**src/rtl/muldiv_pkg.sv**
```systemverilog
// Shared types and constants for the RV32M iterative multiply/divide sequencer.
package muldiv_pkg;

  typedef enum logic [1:0] {
    IDLE = 2'd0,
    RUN  = 2'd1,
    DONE = 2'd2
  } muldiv_state_t;

  // funct3 encodings (instr[14:12]) of the M extension.
  localparam logic [2:0] F3_MUL    = 3'b000;
  localparam logic [2:0] F3_MULH   = 3'b001;
  localparam logic [2:0] F3_MULHSU = 3'b010;
  localparam logic [2:0] F3_MULHU  = 3'b011;
  localparam logic [2:0] F3_DIV    = 3'b100;
  localparam logic [2:0] F3_DIVU   = 3'b101;
  localparam logic [2:0] F3_REM    = 3'b110;
  localparam logic [2:0] F3_REMU   = 3'b111;

  localparam logic [31:0] INT_MIN  = 32'h8000_0000;
  localparam logic [31:0] ALL_ONES = 32'hFFFF_FFFF;

  // rs1 is signed for MULH, MULHSU, DIV and REM.
  function automatic logic signed_a(input logic [2:0] f3);
    return (f3 == F3_MULH) || (f3 == F3_MULHSU) || (f3 == F3_DIV) || (f3 == F3_REM);
  endfunction

  // rs2 is signed for MULH, DIV and REM.
  function automatic logic signed_b(input logic [2:0] f3);
    return (f3 == F3_MULH) || (f3 == F3_DIV) || (f3 == F3_REM);
  endfunction

endpackage

```
**src/rtl/muldiv_datapath.sv**
```systemverilog
// Operand/accumulator/quotient registers, shared adder-subtractor and sign fixup.
// Ports:
//   clk, rst        clock, async active-high reset
//   load            latch funct3, operand magnitudes and signs (normal start)
//   spec_load       write spec_value straight into result (corner case start)
//   spec_value      final result for a corner case
//   step            perform one shift-add / restoring-divide iteration
//   finish          last iteration: write sign-fixed result
//   funct3, op_a, op_b  instruction encoding and operands
//   result          registered result, held until the next write
module muldiv_datapath
  import muldiv_pkg::*;
#(
  parameter int unsigned XLEN = 32
) (
  input  logic            clk,
  input  logic            rst,
  input  logic            load,
  input  logic            spec_load,
  input  logic [XLEN-1:0] spec_value,
  input  logic            step,
  input  logic            finish,
  input  logic [2:0]      funct3,
  input  logic [XLEN-1:0] op_a,
  input  logic [XLEN-1:0] op_b,
  output logic [XLEN-1:0] result
);

  localparam int unsigned PW = 2 * XLEN;  // product width
  localparam int unsigned AW = XLEN + 2;  // adder width, keeps the borrow for divide

  logic [2:0]      f3_q;
  logic [XLEN-1:0] a_mag_q, b_mag_q;
  logic            sign_a_q, sign_b_q;
  logic [PW-1:0]   prod_q;
  logic [XLEN-1:0] rem_q;
  logic [XLEN-1:0] quot_q;
  logic [XLEN-1:0] result_q;

  logic            neg_a_in, neg_b_in;
  logic [XLEN-1:0] a_mag_in, b_mag_in;
  logic            is_div;
  logic [XLEN:0]   div_shift;
  logic [AW-1:0]   add_a, add_b, sum;
  logic [XLEN:0]   mul_hi;
  logic [PW-1:0]   prod_nxt;
  logic            q_bit;
  logic [XLEN-1:0] rem_nxt, quot_nxt;
  logic [PW-1:0]   prod_fix;
  logic [XLEN-1:0] quot_fix, rem_fix, fix_res;

  // Operand magnitudes; unsigned operands keep a zero sign.
  always_comb begin
    neg_a_in = signed_a(funct3) && op_a[XLEN-1];
    neg_b_in = signed_b(funct3) && op_b[XLEN-1];
    a_mag_in = neg_a_in ? -op_a : op_a;
    b_mag_in = neg_b_in ? -op_b : op_b;
  end

  // Shared adder: multiply adds the multiplicand into the high half,
  // divide subtracts the divisor from the shifted 33-bit partial remainder.
  always_comb begin
    is_div    = f3_q[2];
    div_shift = {rem_q, quot_q[XLEN-1]};
    add_a     = is_div ? {1'b0, div_shift} : {2'b00, prod_q[PW-1:XLEN]};
    add_b     = is_div ? ~{2'b00, b_mag_q} : {2'b00, a_mag_q};
    sum       = add_a + add_b + AW'(is_div);

    mul_hi    = prod_q[0] ? sum[XLEN:0] : {1'b0, prod_q[PW-1:XLEN]};
    prod_nxt  = {mul_hi, prod_q[XLEN-1:1]};

    // A clear borrow bit means the shifted remainder was >= divisor.
    q_bit     = ~sum[AW-1];
    rem_nxt   = q_bit ? sum[XLEN-1:0] : div_shift[XLEN-1:0];
    quot_nxt  = {quot_q[XLEN-2:0], q_bit};
  end

  // Sign fixup on the values produced by the final iteration.
  always_comb begin
    prod_fix = (sign_a_q ^ sign_b_q) ? -prod_nxt : prod_nxt;
    quot_fix = (sign_a_q ^ sign_b_q) ? -quot_nxt : quot_nxt;
    rem_fix  = sign_a_q ? -rem_nxt : rem_nxt;
    fix_res  = '0;
    unique case (f3_q)
      F3_MUL:                        fix_res = prod_fix[XLEN-1:0];
      F3_MULH, F3_MULHSU, F3_MULHU:  fix_res = prod_fix[PW-1:XLEN];
      F3_DIV, F3_DIVU:               fix_res = quot_fix;
      F3_REM, F3_REMU:               fix_res = rem_fix;
      default:                       fix_res = '0;
    endcase
  end

  // Operand and iteration registers.
  always_ff @(posedge clk or posedge rst) begin
    if (rst) begin
      f3_q     <= '0;
      a_mag_q  <= '0;
      b_mag_q  <= '0;
      sign_a_q <= 1'b0;
      sign_b_q <= 1'b0;
      prod_q   <= '0;
      rem_q    <= '0;
      quot_q   <= '0;
    end else if (load) begin
      f3_q     <= funct3;
      a_mag_q  <= a_mag_in;
      b_mag_q  <= b_mag_in;
      sign_a_q <= neg_a_in;
      sign_b_q <= neg_b_in;
      prod_q   <= {XLEN'(0), b_mag_in};
      rem_q    <= '0;
      quot_q   <= a_mag_in;
    end else if (step) begin
      if (is_div) begin
        rem_q  <= rem_nxt;
        quot_q <= quot_nxt;
      end else begin
        prod_q <= prod_nxt;
      end
    end
  end

  // Result register: holds until the next completed operation.
  always_ff @(posedge clk or posedge rst) begin
    if (rst) begin
      result_q <= '0;
    end else if (spec_load) begin
      result_q <= spec_value;
    end else if (finish) begin
      result_q <= fix_res;
    end
  end

  assign result = result_q;

endmodule

```
**src/rtl/muldiv_seq.sv**
```systemverilog
// RV32M iterative multiply/divide sequencer: FSM, iteration counter,
// divide corner-case detection and pipeline stall/valid handshake.
// Ports:
//   clk, rst   clock, async active-high reset
//   start      valid M instruction in EX (level, sampled in IDLE)
//   funct3     M-extension operation select
//   op_a, op_b rs1 / rs2 values
//   flush      pipeline flush, aborts any operation
//   stall      combinational pipeline freeze
//   result     registered result, meaningful while valid
//   valid      one-cycle completion pulse
module muldiv_seq
  import muldiv_pkg::*;
#(
  parameter int unsigned XLEN = 32,
  parameter int unsigned ITER = 32
) (
  input  logic            clk,
  input  logic            rst,
  input  logic            start,
  input  logic [2:0]      funct3,
  input  logic [XLEN-1:0] op_a,
  input  logic [XLEN-1:0] op_b,
  input  logic            flush,
  output logic            stall,
  output logic [XLEN-1:0] result,
  output logic            valid
);

  localparam int unsigned CNT_W = $clog2(ITER);

  muldiv_state_t    state_q, state_d;
  logic [CNT_W-1:0] cnt_q;
  logic             valid_q;

  logic            accept;
  logic            div_zero, sgn_ovf, special;
  logic [XLEN-1:0] spec_value;
  logic            last, step, finish;

  // Corner cases resolved without iterating.
  always_comb begin
    div_zero   = funct3[2] && (op_b == '0);
    sgn_ovf    = ((funct3 == F3_DIV) || (funct3 == F3_REM)) &&
                 (op_a == INT_MIN) && (op_b == ALL_ONES);
    special    = div_zero || sgn_ovf;
    // funct3[1] separates REM/REMU from DIV/DIVU.
    if (div_zero) spec_value = funct3[1] ? op_a : ALL_ONES;
    else          spec_value = funct3[1] ? '0   : INT_MIN;
  end

  always_comb begin
    accept = (state_q == IDLE) && start && !flush;
    last   = (cnt_q == CNT_W'(ITER - 1));
    step   = (state_q == RUN) && !flush;
    finish = step && last;
    stall  = accept || (state_q == RUN);
  end

  // Next-state logic.
  always_comb begin
    state_d = state_q;
    unique case (state_q)
      IDLE: if (accept) state_d = special ? DONE : RUN;
      RUN: begin
        if (flush)     state_d = IDLE;
        else if (last) state_d = DONE;
      end
      DONE:    state_d = IDLE;
      default: state_d = IDLE;
    endcase
  end

  // State, counter and valid registers.
  always_ff @(posedge clk or posedge rst) begin
    if (rst) begin
      state_q <= IDLE;
      cnt_q   <= '0;
      valid_q <= 1'b0;
    end else begin
      state_q <= state_d;
      valid_q <= (state_d == DONE);
      if (state_q == RUN) cnt_q <= cnt_q + CNT_W'(1);
      else                cnt_q <= '0;
    end
  end

  assign valid = valid_q;

  muldiv_datapath #(
    .XLEN(XLEN)
  ) u_datapath (
    .clk       (clk),
    .rst       (rst),
    .load      (accept && !special),
    .spec_load (accept && special),
    .spec_value(spec_value),
    .step      (step),
    .finish    (finish),
    .funct3    (funct3),
    .op_a      (op_a),
    .op_b      (op_b),
    .result    (result)
  );

endmodule

```
**config.mk**
```make
export PLATFORM = sky130hd
export DESIGN_NAME = muldiv_seq
export DESIGN_NICKNAME = d
export VERILOG_FILES = /design/src/rtl/muldiv_pkg.sv /design/src/rtl/muldiv_datapath.sv /design/src/rtl/muldiv_seq.sv
export SDC_FILE = /design/constraint.sdc
export NUM_CORES = 1
export LEC_CHECK = 0
export BUFFER_PORTS_ARGS = -buffer_cell sky130_fd_sc_hd__buf_2
export CAP_MARGIN = 10
export CORE_ASPECT_RATIO = 1.75
export CORE_MARGIN = 4
export CORE_UTILIZATION = 64
export CTS_BUF_LIST = sky130_fd_sc_hd__clkbuf_4 sky130_fd_sc_hd__clkbuf_8
export DETAILED_ROUTE_END_ITERATION = 10
export HOLD_SLACK_MARGIN = 0.12
export PLACE_DENSITY = 0.79
export SLEW_MARGIN = 15
export SYNTH_ARGS = -nofsm -noshare
export SYNTH_HDL_FRONTEND = slang
export SYNTH_SLANG_ARGS = --single-unit
```
**constraint.sdc**
```tcl
create_clock -name clk -period 9.3 [get_ports clk]
set_clock_uncertainty 0.1 [all_clocks]
set_input_delay 0 -clock clk [delete_from_list [all_inputs] [get_ports clk]]
set_output_delay 0 -clock clk [all_outputs]
set_load 0.02 [all_outputs]
```
Word level (Yosys, flattened, before mapping)
Cells that the tools add are included.
{ "totals": {"input_bits": 71, "ff_bits": 237, "output_inout_bits": 34} }
{ "classes": {"add_sub_neg": 8, "bitwise": 3, "n_reduce_logical": 32, "n_eq_ne": 17, "muxes": 30} }
{ "op_table": {"columns": ["operator", "n"], "rows": [
  ["$mux 32", 16],
  ["$mux 64", 4],
  ["$neg 32->32", 4],
  ["$pmux 32 s4", 1],
  ["$mux 33", 2],
  ["$eq 32x32->1 const B", 2],
  ["$neg 64->64", 1],
  ["$add 34x1->34", 1],
  ["$add 34x34->34", 1],
  ["$mux 34", 1],
  ["$not 32->34", 1],
  ["$logic_not 32->1", 1],
  ["$eq 3x3->1 const B", 6],
  ["$logic_and 1x1->1", 11],
  ["$eq 3x2->1 const B", 3],
  ["$logic_or 1x1->1", 8],
  ["$mux 2", 4],
  ["$eq 3x1->1 const B", 2],
  ["$reduce_bool 2->1", 3],
  ["$add 5x1->5 const B", 1],
  ["$eq 5x5->1 const B", 1],
  ["$mux 5", 1],
  ["$pmux 2 s2", 1],
  ["$reduce_and 2->1", 2],
  ["other kinds (10)", 12]
]} }

Longest topological paths before layout
{ "depth": {"ltp_word": 10, "depth_mapped": 27, "mapped_depth_nobuf": 20} }

By module
From an unflattened synthesis, not the netlist that was laid out.
{ "unflattened": {"hier_cells": 2376, "area_unflattened_um2": 18750.5} }
{ "by_module_without_submodules": {"columns": ["mod", "area_per_inst_um2", "instances", "cells_per_inst"], "rows": [
  ["muldiv_datapath", 17850.9, 1, 2231],
  ["muldiv_seq", 899.6, 1, 145]
]} }

Worst setup path before layout
Ideal clock, no wire load.
{ "synth_path": {"path_kind": "register -> register", "startpoint": "register u_datapath.f3_q[2]", "endpoint": "register u_datapath.result_q[22] (netlist: u_datapath.result[22])", "stages_incl_launch_ff": 28, "t_arrival_ns": 5.498, "required_ns": 9.062, "setup_slack_ns": 3.564, "path_cell_list": "dfrtp_1 > buf_4 > buf_4 > clkbuf_1 > clkbuf_1 > a21oi_1 > ha_1 > clkbuf_1 > nand4_1 > nor3_1 > nor4b_1 > o21ai_2 > nand2_1 > buf_2 > buf_2 > buf_2 > nand2_1 > o21ai_0 > ha_1 > nand4_1 > nor3_1 > a31oi_1 > nand2b_1 > a21oi_1 > a21oi_1 > xnor2_1 > a221oi_1 > o211ai_1"} }
{ "synth_between": {"elab_chain_len": 9, "word_cells_on_any_way": 27, "cone_classes": "5 x add/sub; 7 x eq/ne; 10 x mux; 1 x bitwise; 4 x reduce/logical"} }
{ "synth_lines": {"columns": ["element", "line_no", "source"], "rows": [
  ["start: declaration", "muldiv_datapath.sv:32", "logic [2:0] f3_q;"],
  ["start signal: assignment", "muldiv_datapath.sv:105", "f3_q <= funct3;"],
  ["$mux 33 or $mux 34 (tied branches)", "muldiv_datapath.sv:65, muldiv_datapath.sv:66", null],
  ["$add 34x34->34", "muldiv_datapath.sv:67", "sum = add_a + add_b + AW'(is_div);"],
  ["$add 34x1->34", "muldiv_datapath.sv:67", null],
  ["$mux 33 (tied with other cells)", "muldiv_datapath.sv:69", "mul_hi = prod_q[0] ? sum[XLEN:0] : {1'b0, prod_q[PW-1:XLEN]};"],
  ["$neg 64->64 (tied with other cells)", "muldiv_datapath.sv:80", "prod_fix = (sign_a_q ^ sign_b_q) ? -prod_nxt : prod_nxt;"],
  ["$mux 64 (tied with other cells)", "muldiv_datapath.sv:80", null],
  ["$pmux 32 s4 (*)", "muldiv_datapath.sv:84", "unique case (f3_q)"],
  ["$mux 32 (*)", "muldiv_datapath.sv:129", "end else if (finish) begin"],
  ["$mux 32 (*)", "muldiv_datapath.sv:127", "end else if (spec_load) begin"],
  ["end signal: assignment", "muldiv_datapath.sv:128", "result_q <= spec_value;"],
  ["end signal: assignment", "muldiv_datapath.sv:130", "result_q <= fix_res;"],
  ["end: declaration", "muldiv_datapath.sv:38", "logic [XLEN-1:0] result_q;"]
]} }
Mark *: on every way between the ends. The rest lies on a longest branch, timed or not. The select of a mux whose other input is x is not followed.
A chain may end at the register's enable or synchronous reset.

Worst setup path after layout
{ "layout_path": {"startpoint": "register u_datapath.f3_q[2]", "endpoint": "register u_datapath.result_q[30] (netlist: u_datapath.result[30])"} }
Same word-level chain as after synthesis.

==> results_dict.tcl <==
set metrics [dict create \
    clockBufferDepth 3 \
    worst-path-buf-inv 3 \
    hold_class "in2reg" \
    ys_ff_latch 237 \
    ys_seq_area_share_pct 32.7 \
    outcome "finished clean" \
    min_period_ns 7.22 \
    die_h_um 231 \
    worst_pin_slew_ns 1.13 \
    clkSlewWorstSetupHoldPaths_ns 0.07 \
    htreeDepth 2 \
    syn_area_per_cell_um2 8.25 \
    fin_nets 2439 \
    ios 105 \
    synth_area_leaders "dfrtp_1 (33%), xnor2_1 (5.6%), a21oi_1 (5.3%)" \
    endpoint_kind "flip-flop" \
    worstSetupPathType "reg2reg" \
    slowest_delay_ns 0.94 \
    path_cells "buf_4 > nor2_1 > a21oi_1 > ha_1 > a21oi_1 > o21ai_0 > a221o_1 > o21ai_2 > nand2_2 > inv_1 > buf_4 > ha_1 > nand3_1 > nor2_1 > nand2_1 > nand2_1 > o21ai_0 > xnor2_1 > a2111oi_0 > a31oi_1" \
    cts_root_buffer "clkbuf_8" \
    holdPathStages 4 \
    synth_nets 2313 \
    maxCapViolCount 0 \
    synth_area_um2 18200 \
    relSlewSlack_pct 24.0 \
    rr_worst_depth 20 \
    final_layout_size_suffix_gt1_share_pct 12.4 \
    cts_buffers 36 \
    finalPower_w 0.00638 \
    n_fill_cell 2108 \
    yosys_warnings 0 \
    synth_common_cells "nor2_1 (244), dfrtp_1 (237), a21oi_1 (194)" \
    wire_per_inst_um 27.2 \
    first_iter_violations 3098 \
    wl_um 74300 \
    arrival_ns 7.53 \
    syn_inst 2201 \
    critPathMaxFanout 63 \
    grt_pass1_wl_um 112000 \
    power.density_nw_per_um2 309 \
    cts_tree "built" \
    io_buffer_count 104 \
    drv_slew 0 \
    gp_congestion 1.02 \
    rsz0062_at_grt "no" \
    diodes 0 \
    required_ns 9.61 \
    drc_errors 0 \
    grt_max_degree 112 \
    initial_core_util_pct 64.9 \
    area_growth_pct 13.7 \
    fin_setup_tns_ns 0 \
    synth.distinct_cells 92 \
    yosys.area.top_type "dfrtp_1" \
    fp.dieW_um 135 \
    clock_latency_ns 0.58 \
    yosysMostFrequentCell "nor2_1" \
    critPathTopFamily "compound AO/OA/AOI/OAI gates" \
    fmax_mhz 139 \
    period_share_pct 77.6 \
    grt_overflow 0 \
    clock-sinks 237 \
    hpwl_um 51600 \
    grt_pass1_vias 19300 \
    vdd_ir_drop_max_mv 0.198 \
    setup_viol 0 \
    slowest_stage "dfrtp_4" \
    vias_per_cell 7.18 \
    power_leakage_nw 9.02 \
    synth_enable_flop_cells 0 \
    finalHoldViolCount 0 \
    synth_top_cell_area_share_pct 32.7 \
    grt_use_total_pct 46.8 \
    ys.flop_type "dfrtp_1" \
    core-area_um2 28000 \
    vias 19600 \
    core.rowCount 81 \
    ant_nets 0 \
    drt-pass1-iter-count 7 \
    async_flop_share_pct 100 \
    post_cts.repair.setup_buffers 0 \
    critPathLaunchType "flip-flop" \
    worstSetupPathDepth 20 \
    antenna_found_initial 1 \
    dieArea_um2 31200 \
]
==> final timing paths <==
path | startpoint | to | slack, ns
worst max-delay path | u_datapath.f3_q[2] | u_datapath.result[30] | 2.08
max in group asynchronous | rst | u_datapath.quot_q[14] | 7.00
worst max register to register | u_datapath.f3_q[2] | u_datapath.result[30] | 2.08
worst min-delay path | funct3[0] | u_datapath.f3_q[0] | 0.21
worst min register to register | u_datapath.rem_q[31] | u_datapath.rem_q[31] | 0.37
min in group asynchronous | rst | u_datapath.b_mag_q[26] | 0.61
==> registers in the layout, indices dropped and copies added (netlist names) <==
| signal | count |
|---|---|
| u_datapath.result | 32 |
| state_q | 2 |
| u_datapath.b_mag_q | 32 |
| u_datapath.sign_b_q | 1 |
| u_datapath.sign_a_q | 1 |
| u_datapath.quot_q | 32 |
| u_datapath.prod_q | 64 |
| valid | 1 |
| u_datapath.rem_q | 32 |
| u_datapath.f3_q | 3 |
| u_datapath.a_mag_q | 32 |
| cnt_q | 5 |
==> cell families after synthesis <==
family,synth area share (%)
multiplexers,4.55
adder cells (fa/ha/maj),2.91
flip-flops,32.7
AO/OA/AOI/OAI,26.8
buffers and inverters,4.35
AND/OR/NAND/NOR,19.2
XOR/XNOR,9.45
==> final cells by class <==
cell class	count	area [um^2]	share of cell area [%]
clock buffer	58	754	3.66
inverter	39	154	0.746
timing repair buffer	233	1740	8.43
tap	373	467	2.26
multi-input combinational	1780	11500	55.7
clock inverter	7	90.1	0.436
sequential	237	5930	28.8
==> metrics by stage <==
step                util [%]  hold slack (ns)  cells  setup slack (ns)  cell area [um^2]
CTS                     73.7            0.133   2726              2.41             20600
global placement        67.3           0.0587   2566              2.65             18800
detailed placement      67.3           0.0643   2566              2.48             18800
global route            73.8            0.242   2727              1.85             20600
finish                  73.8            0.207   2727              2.08             20600
floorplan                  -          0.00544   2201              2.70             18200
==> power breakdown <==
group	leakage [nW]	internal (W)	switching (W)
Sequential	3.08	0.00128	0.000363
Combinational	5.51	0.00133	0.00238
Clock	0.439	0.000571	0.000458
==> cells in the final DEF, fill, tap and decap left out, types with 10 or more instances in the layout <==
cell	synthesis	layout
a211oi_1	22	22
dlygate4sd3_1	0	95
buf_4	9	33
a21o_1	72	72
o221ai_1	11	11
nand4_1	25	25
a21oi_1	194	194
nor2b_1	12	11
a31oi_1	35	35
nor2_1	244	239
a221o_1	61	61
o22ai_1	14	14
o21ai_0	189	189
nand3b_1	10	10
or3_1	26	26
nand2b_1	15	15
or4_1	10	10
and3_1	11	11
nor3_1	55	53
o21a_1	17	17
inv_1	39	38
xor2_1	80	79
xnor2_1	116	115
o211ai_1	15	15
mux2i_1	41	41
nand2_1	151	149
clkbuf_8	0	51
o21ai_1	11	11
ha_1	39	39
and2_1	16	16
mux2_2	35	35
nor4_1	20	19
buf_2	35	104
dfrtp_1	237	236
nand3_1	85	83
o31ai_1	28	28
==> per-layer routing <==
layer,global-route usage [%],vias to the layer above,wire (um)
met4,35.9,2,7360
met3,9.38,484,7850
met5,0,-,12
met1,54.9,9079,25000
met2,74.7,1666,34000
li1,-,8340,-
==> worst reg2reg max path: cells and delay by family (launching register included) <==
kind / cells / cell delay, ns
adder cells (fa/ha/maj): 2 / 0.70
AND/OR/NAND/NOR: 6 / 1.33
AO/OA/AOI/OAI: 8 / 2.38
XOR/XNOR: 1 / 0.16
buffers and inverters: 3 / 1.46
flip-flops: 1 / 0.94
==> repair_timing <==
item / CTS / global route
hold buffers: 95 / 0
gates resized for setup: 0 / 0
endpoints found under the hold margin: 260 / 0
(Power assumes the default switching activity.)
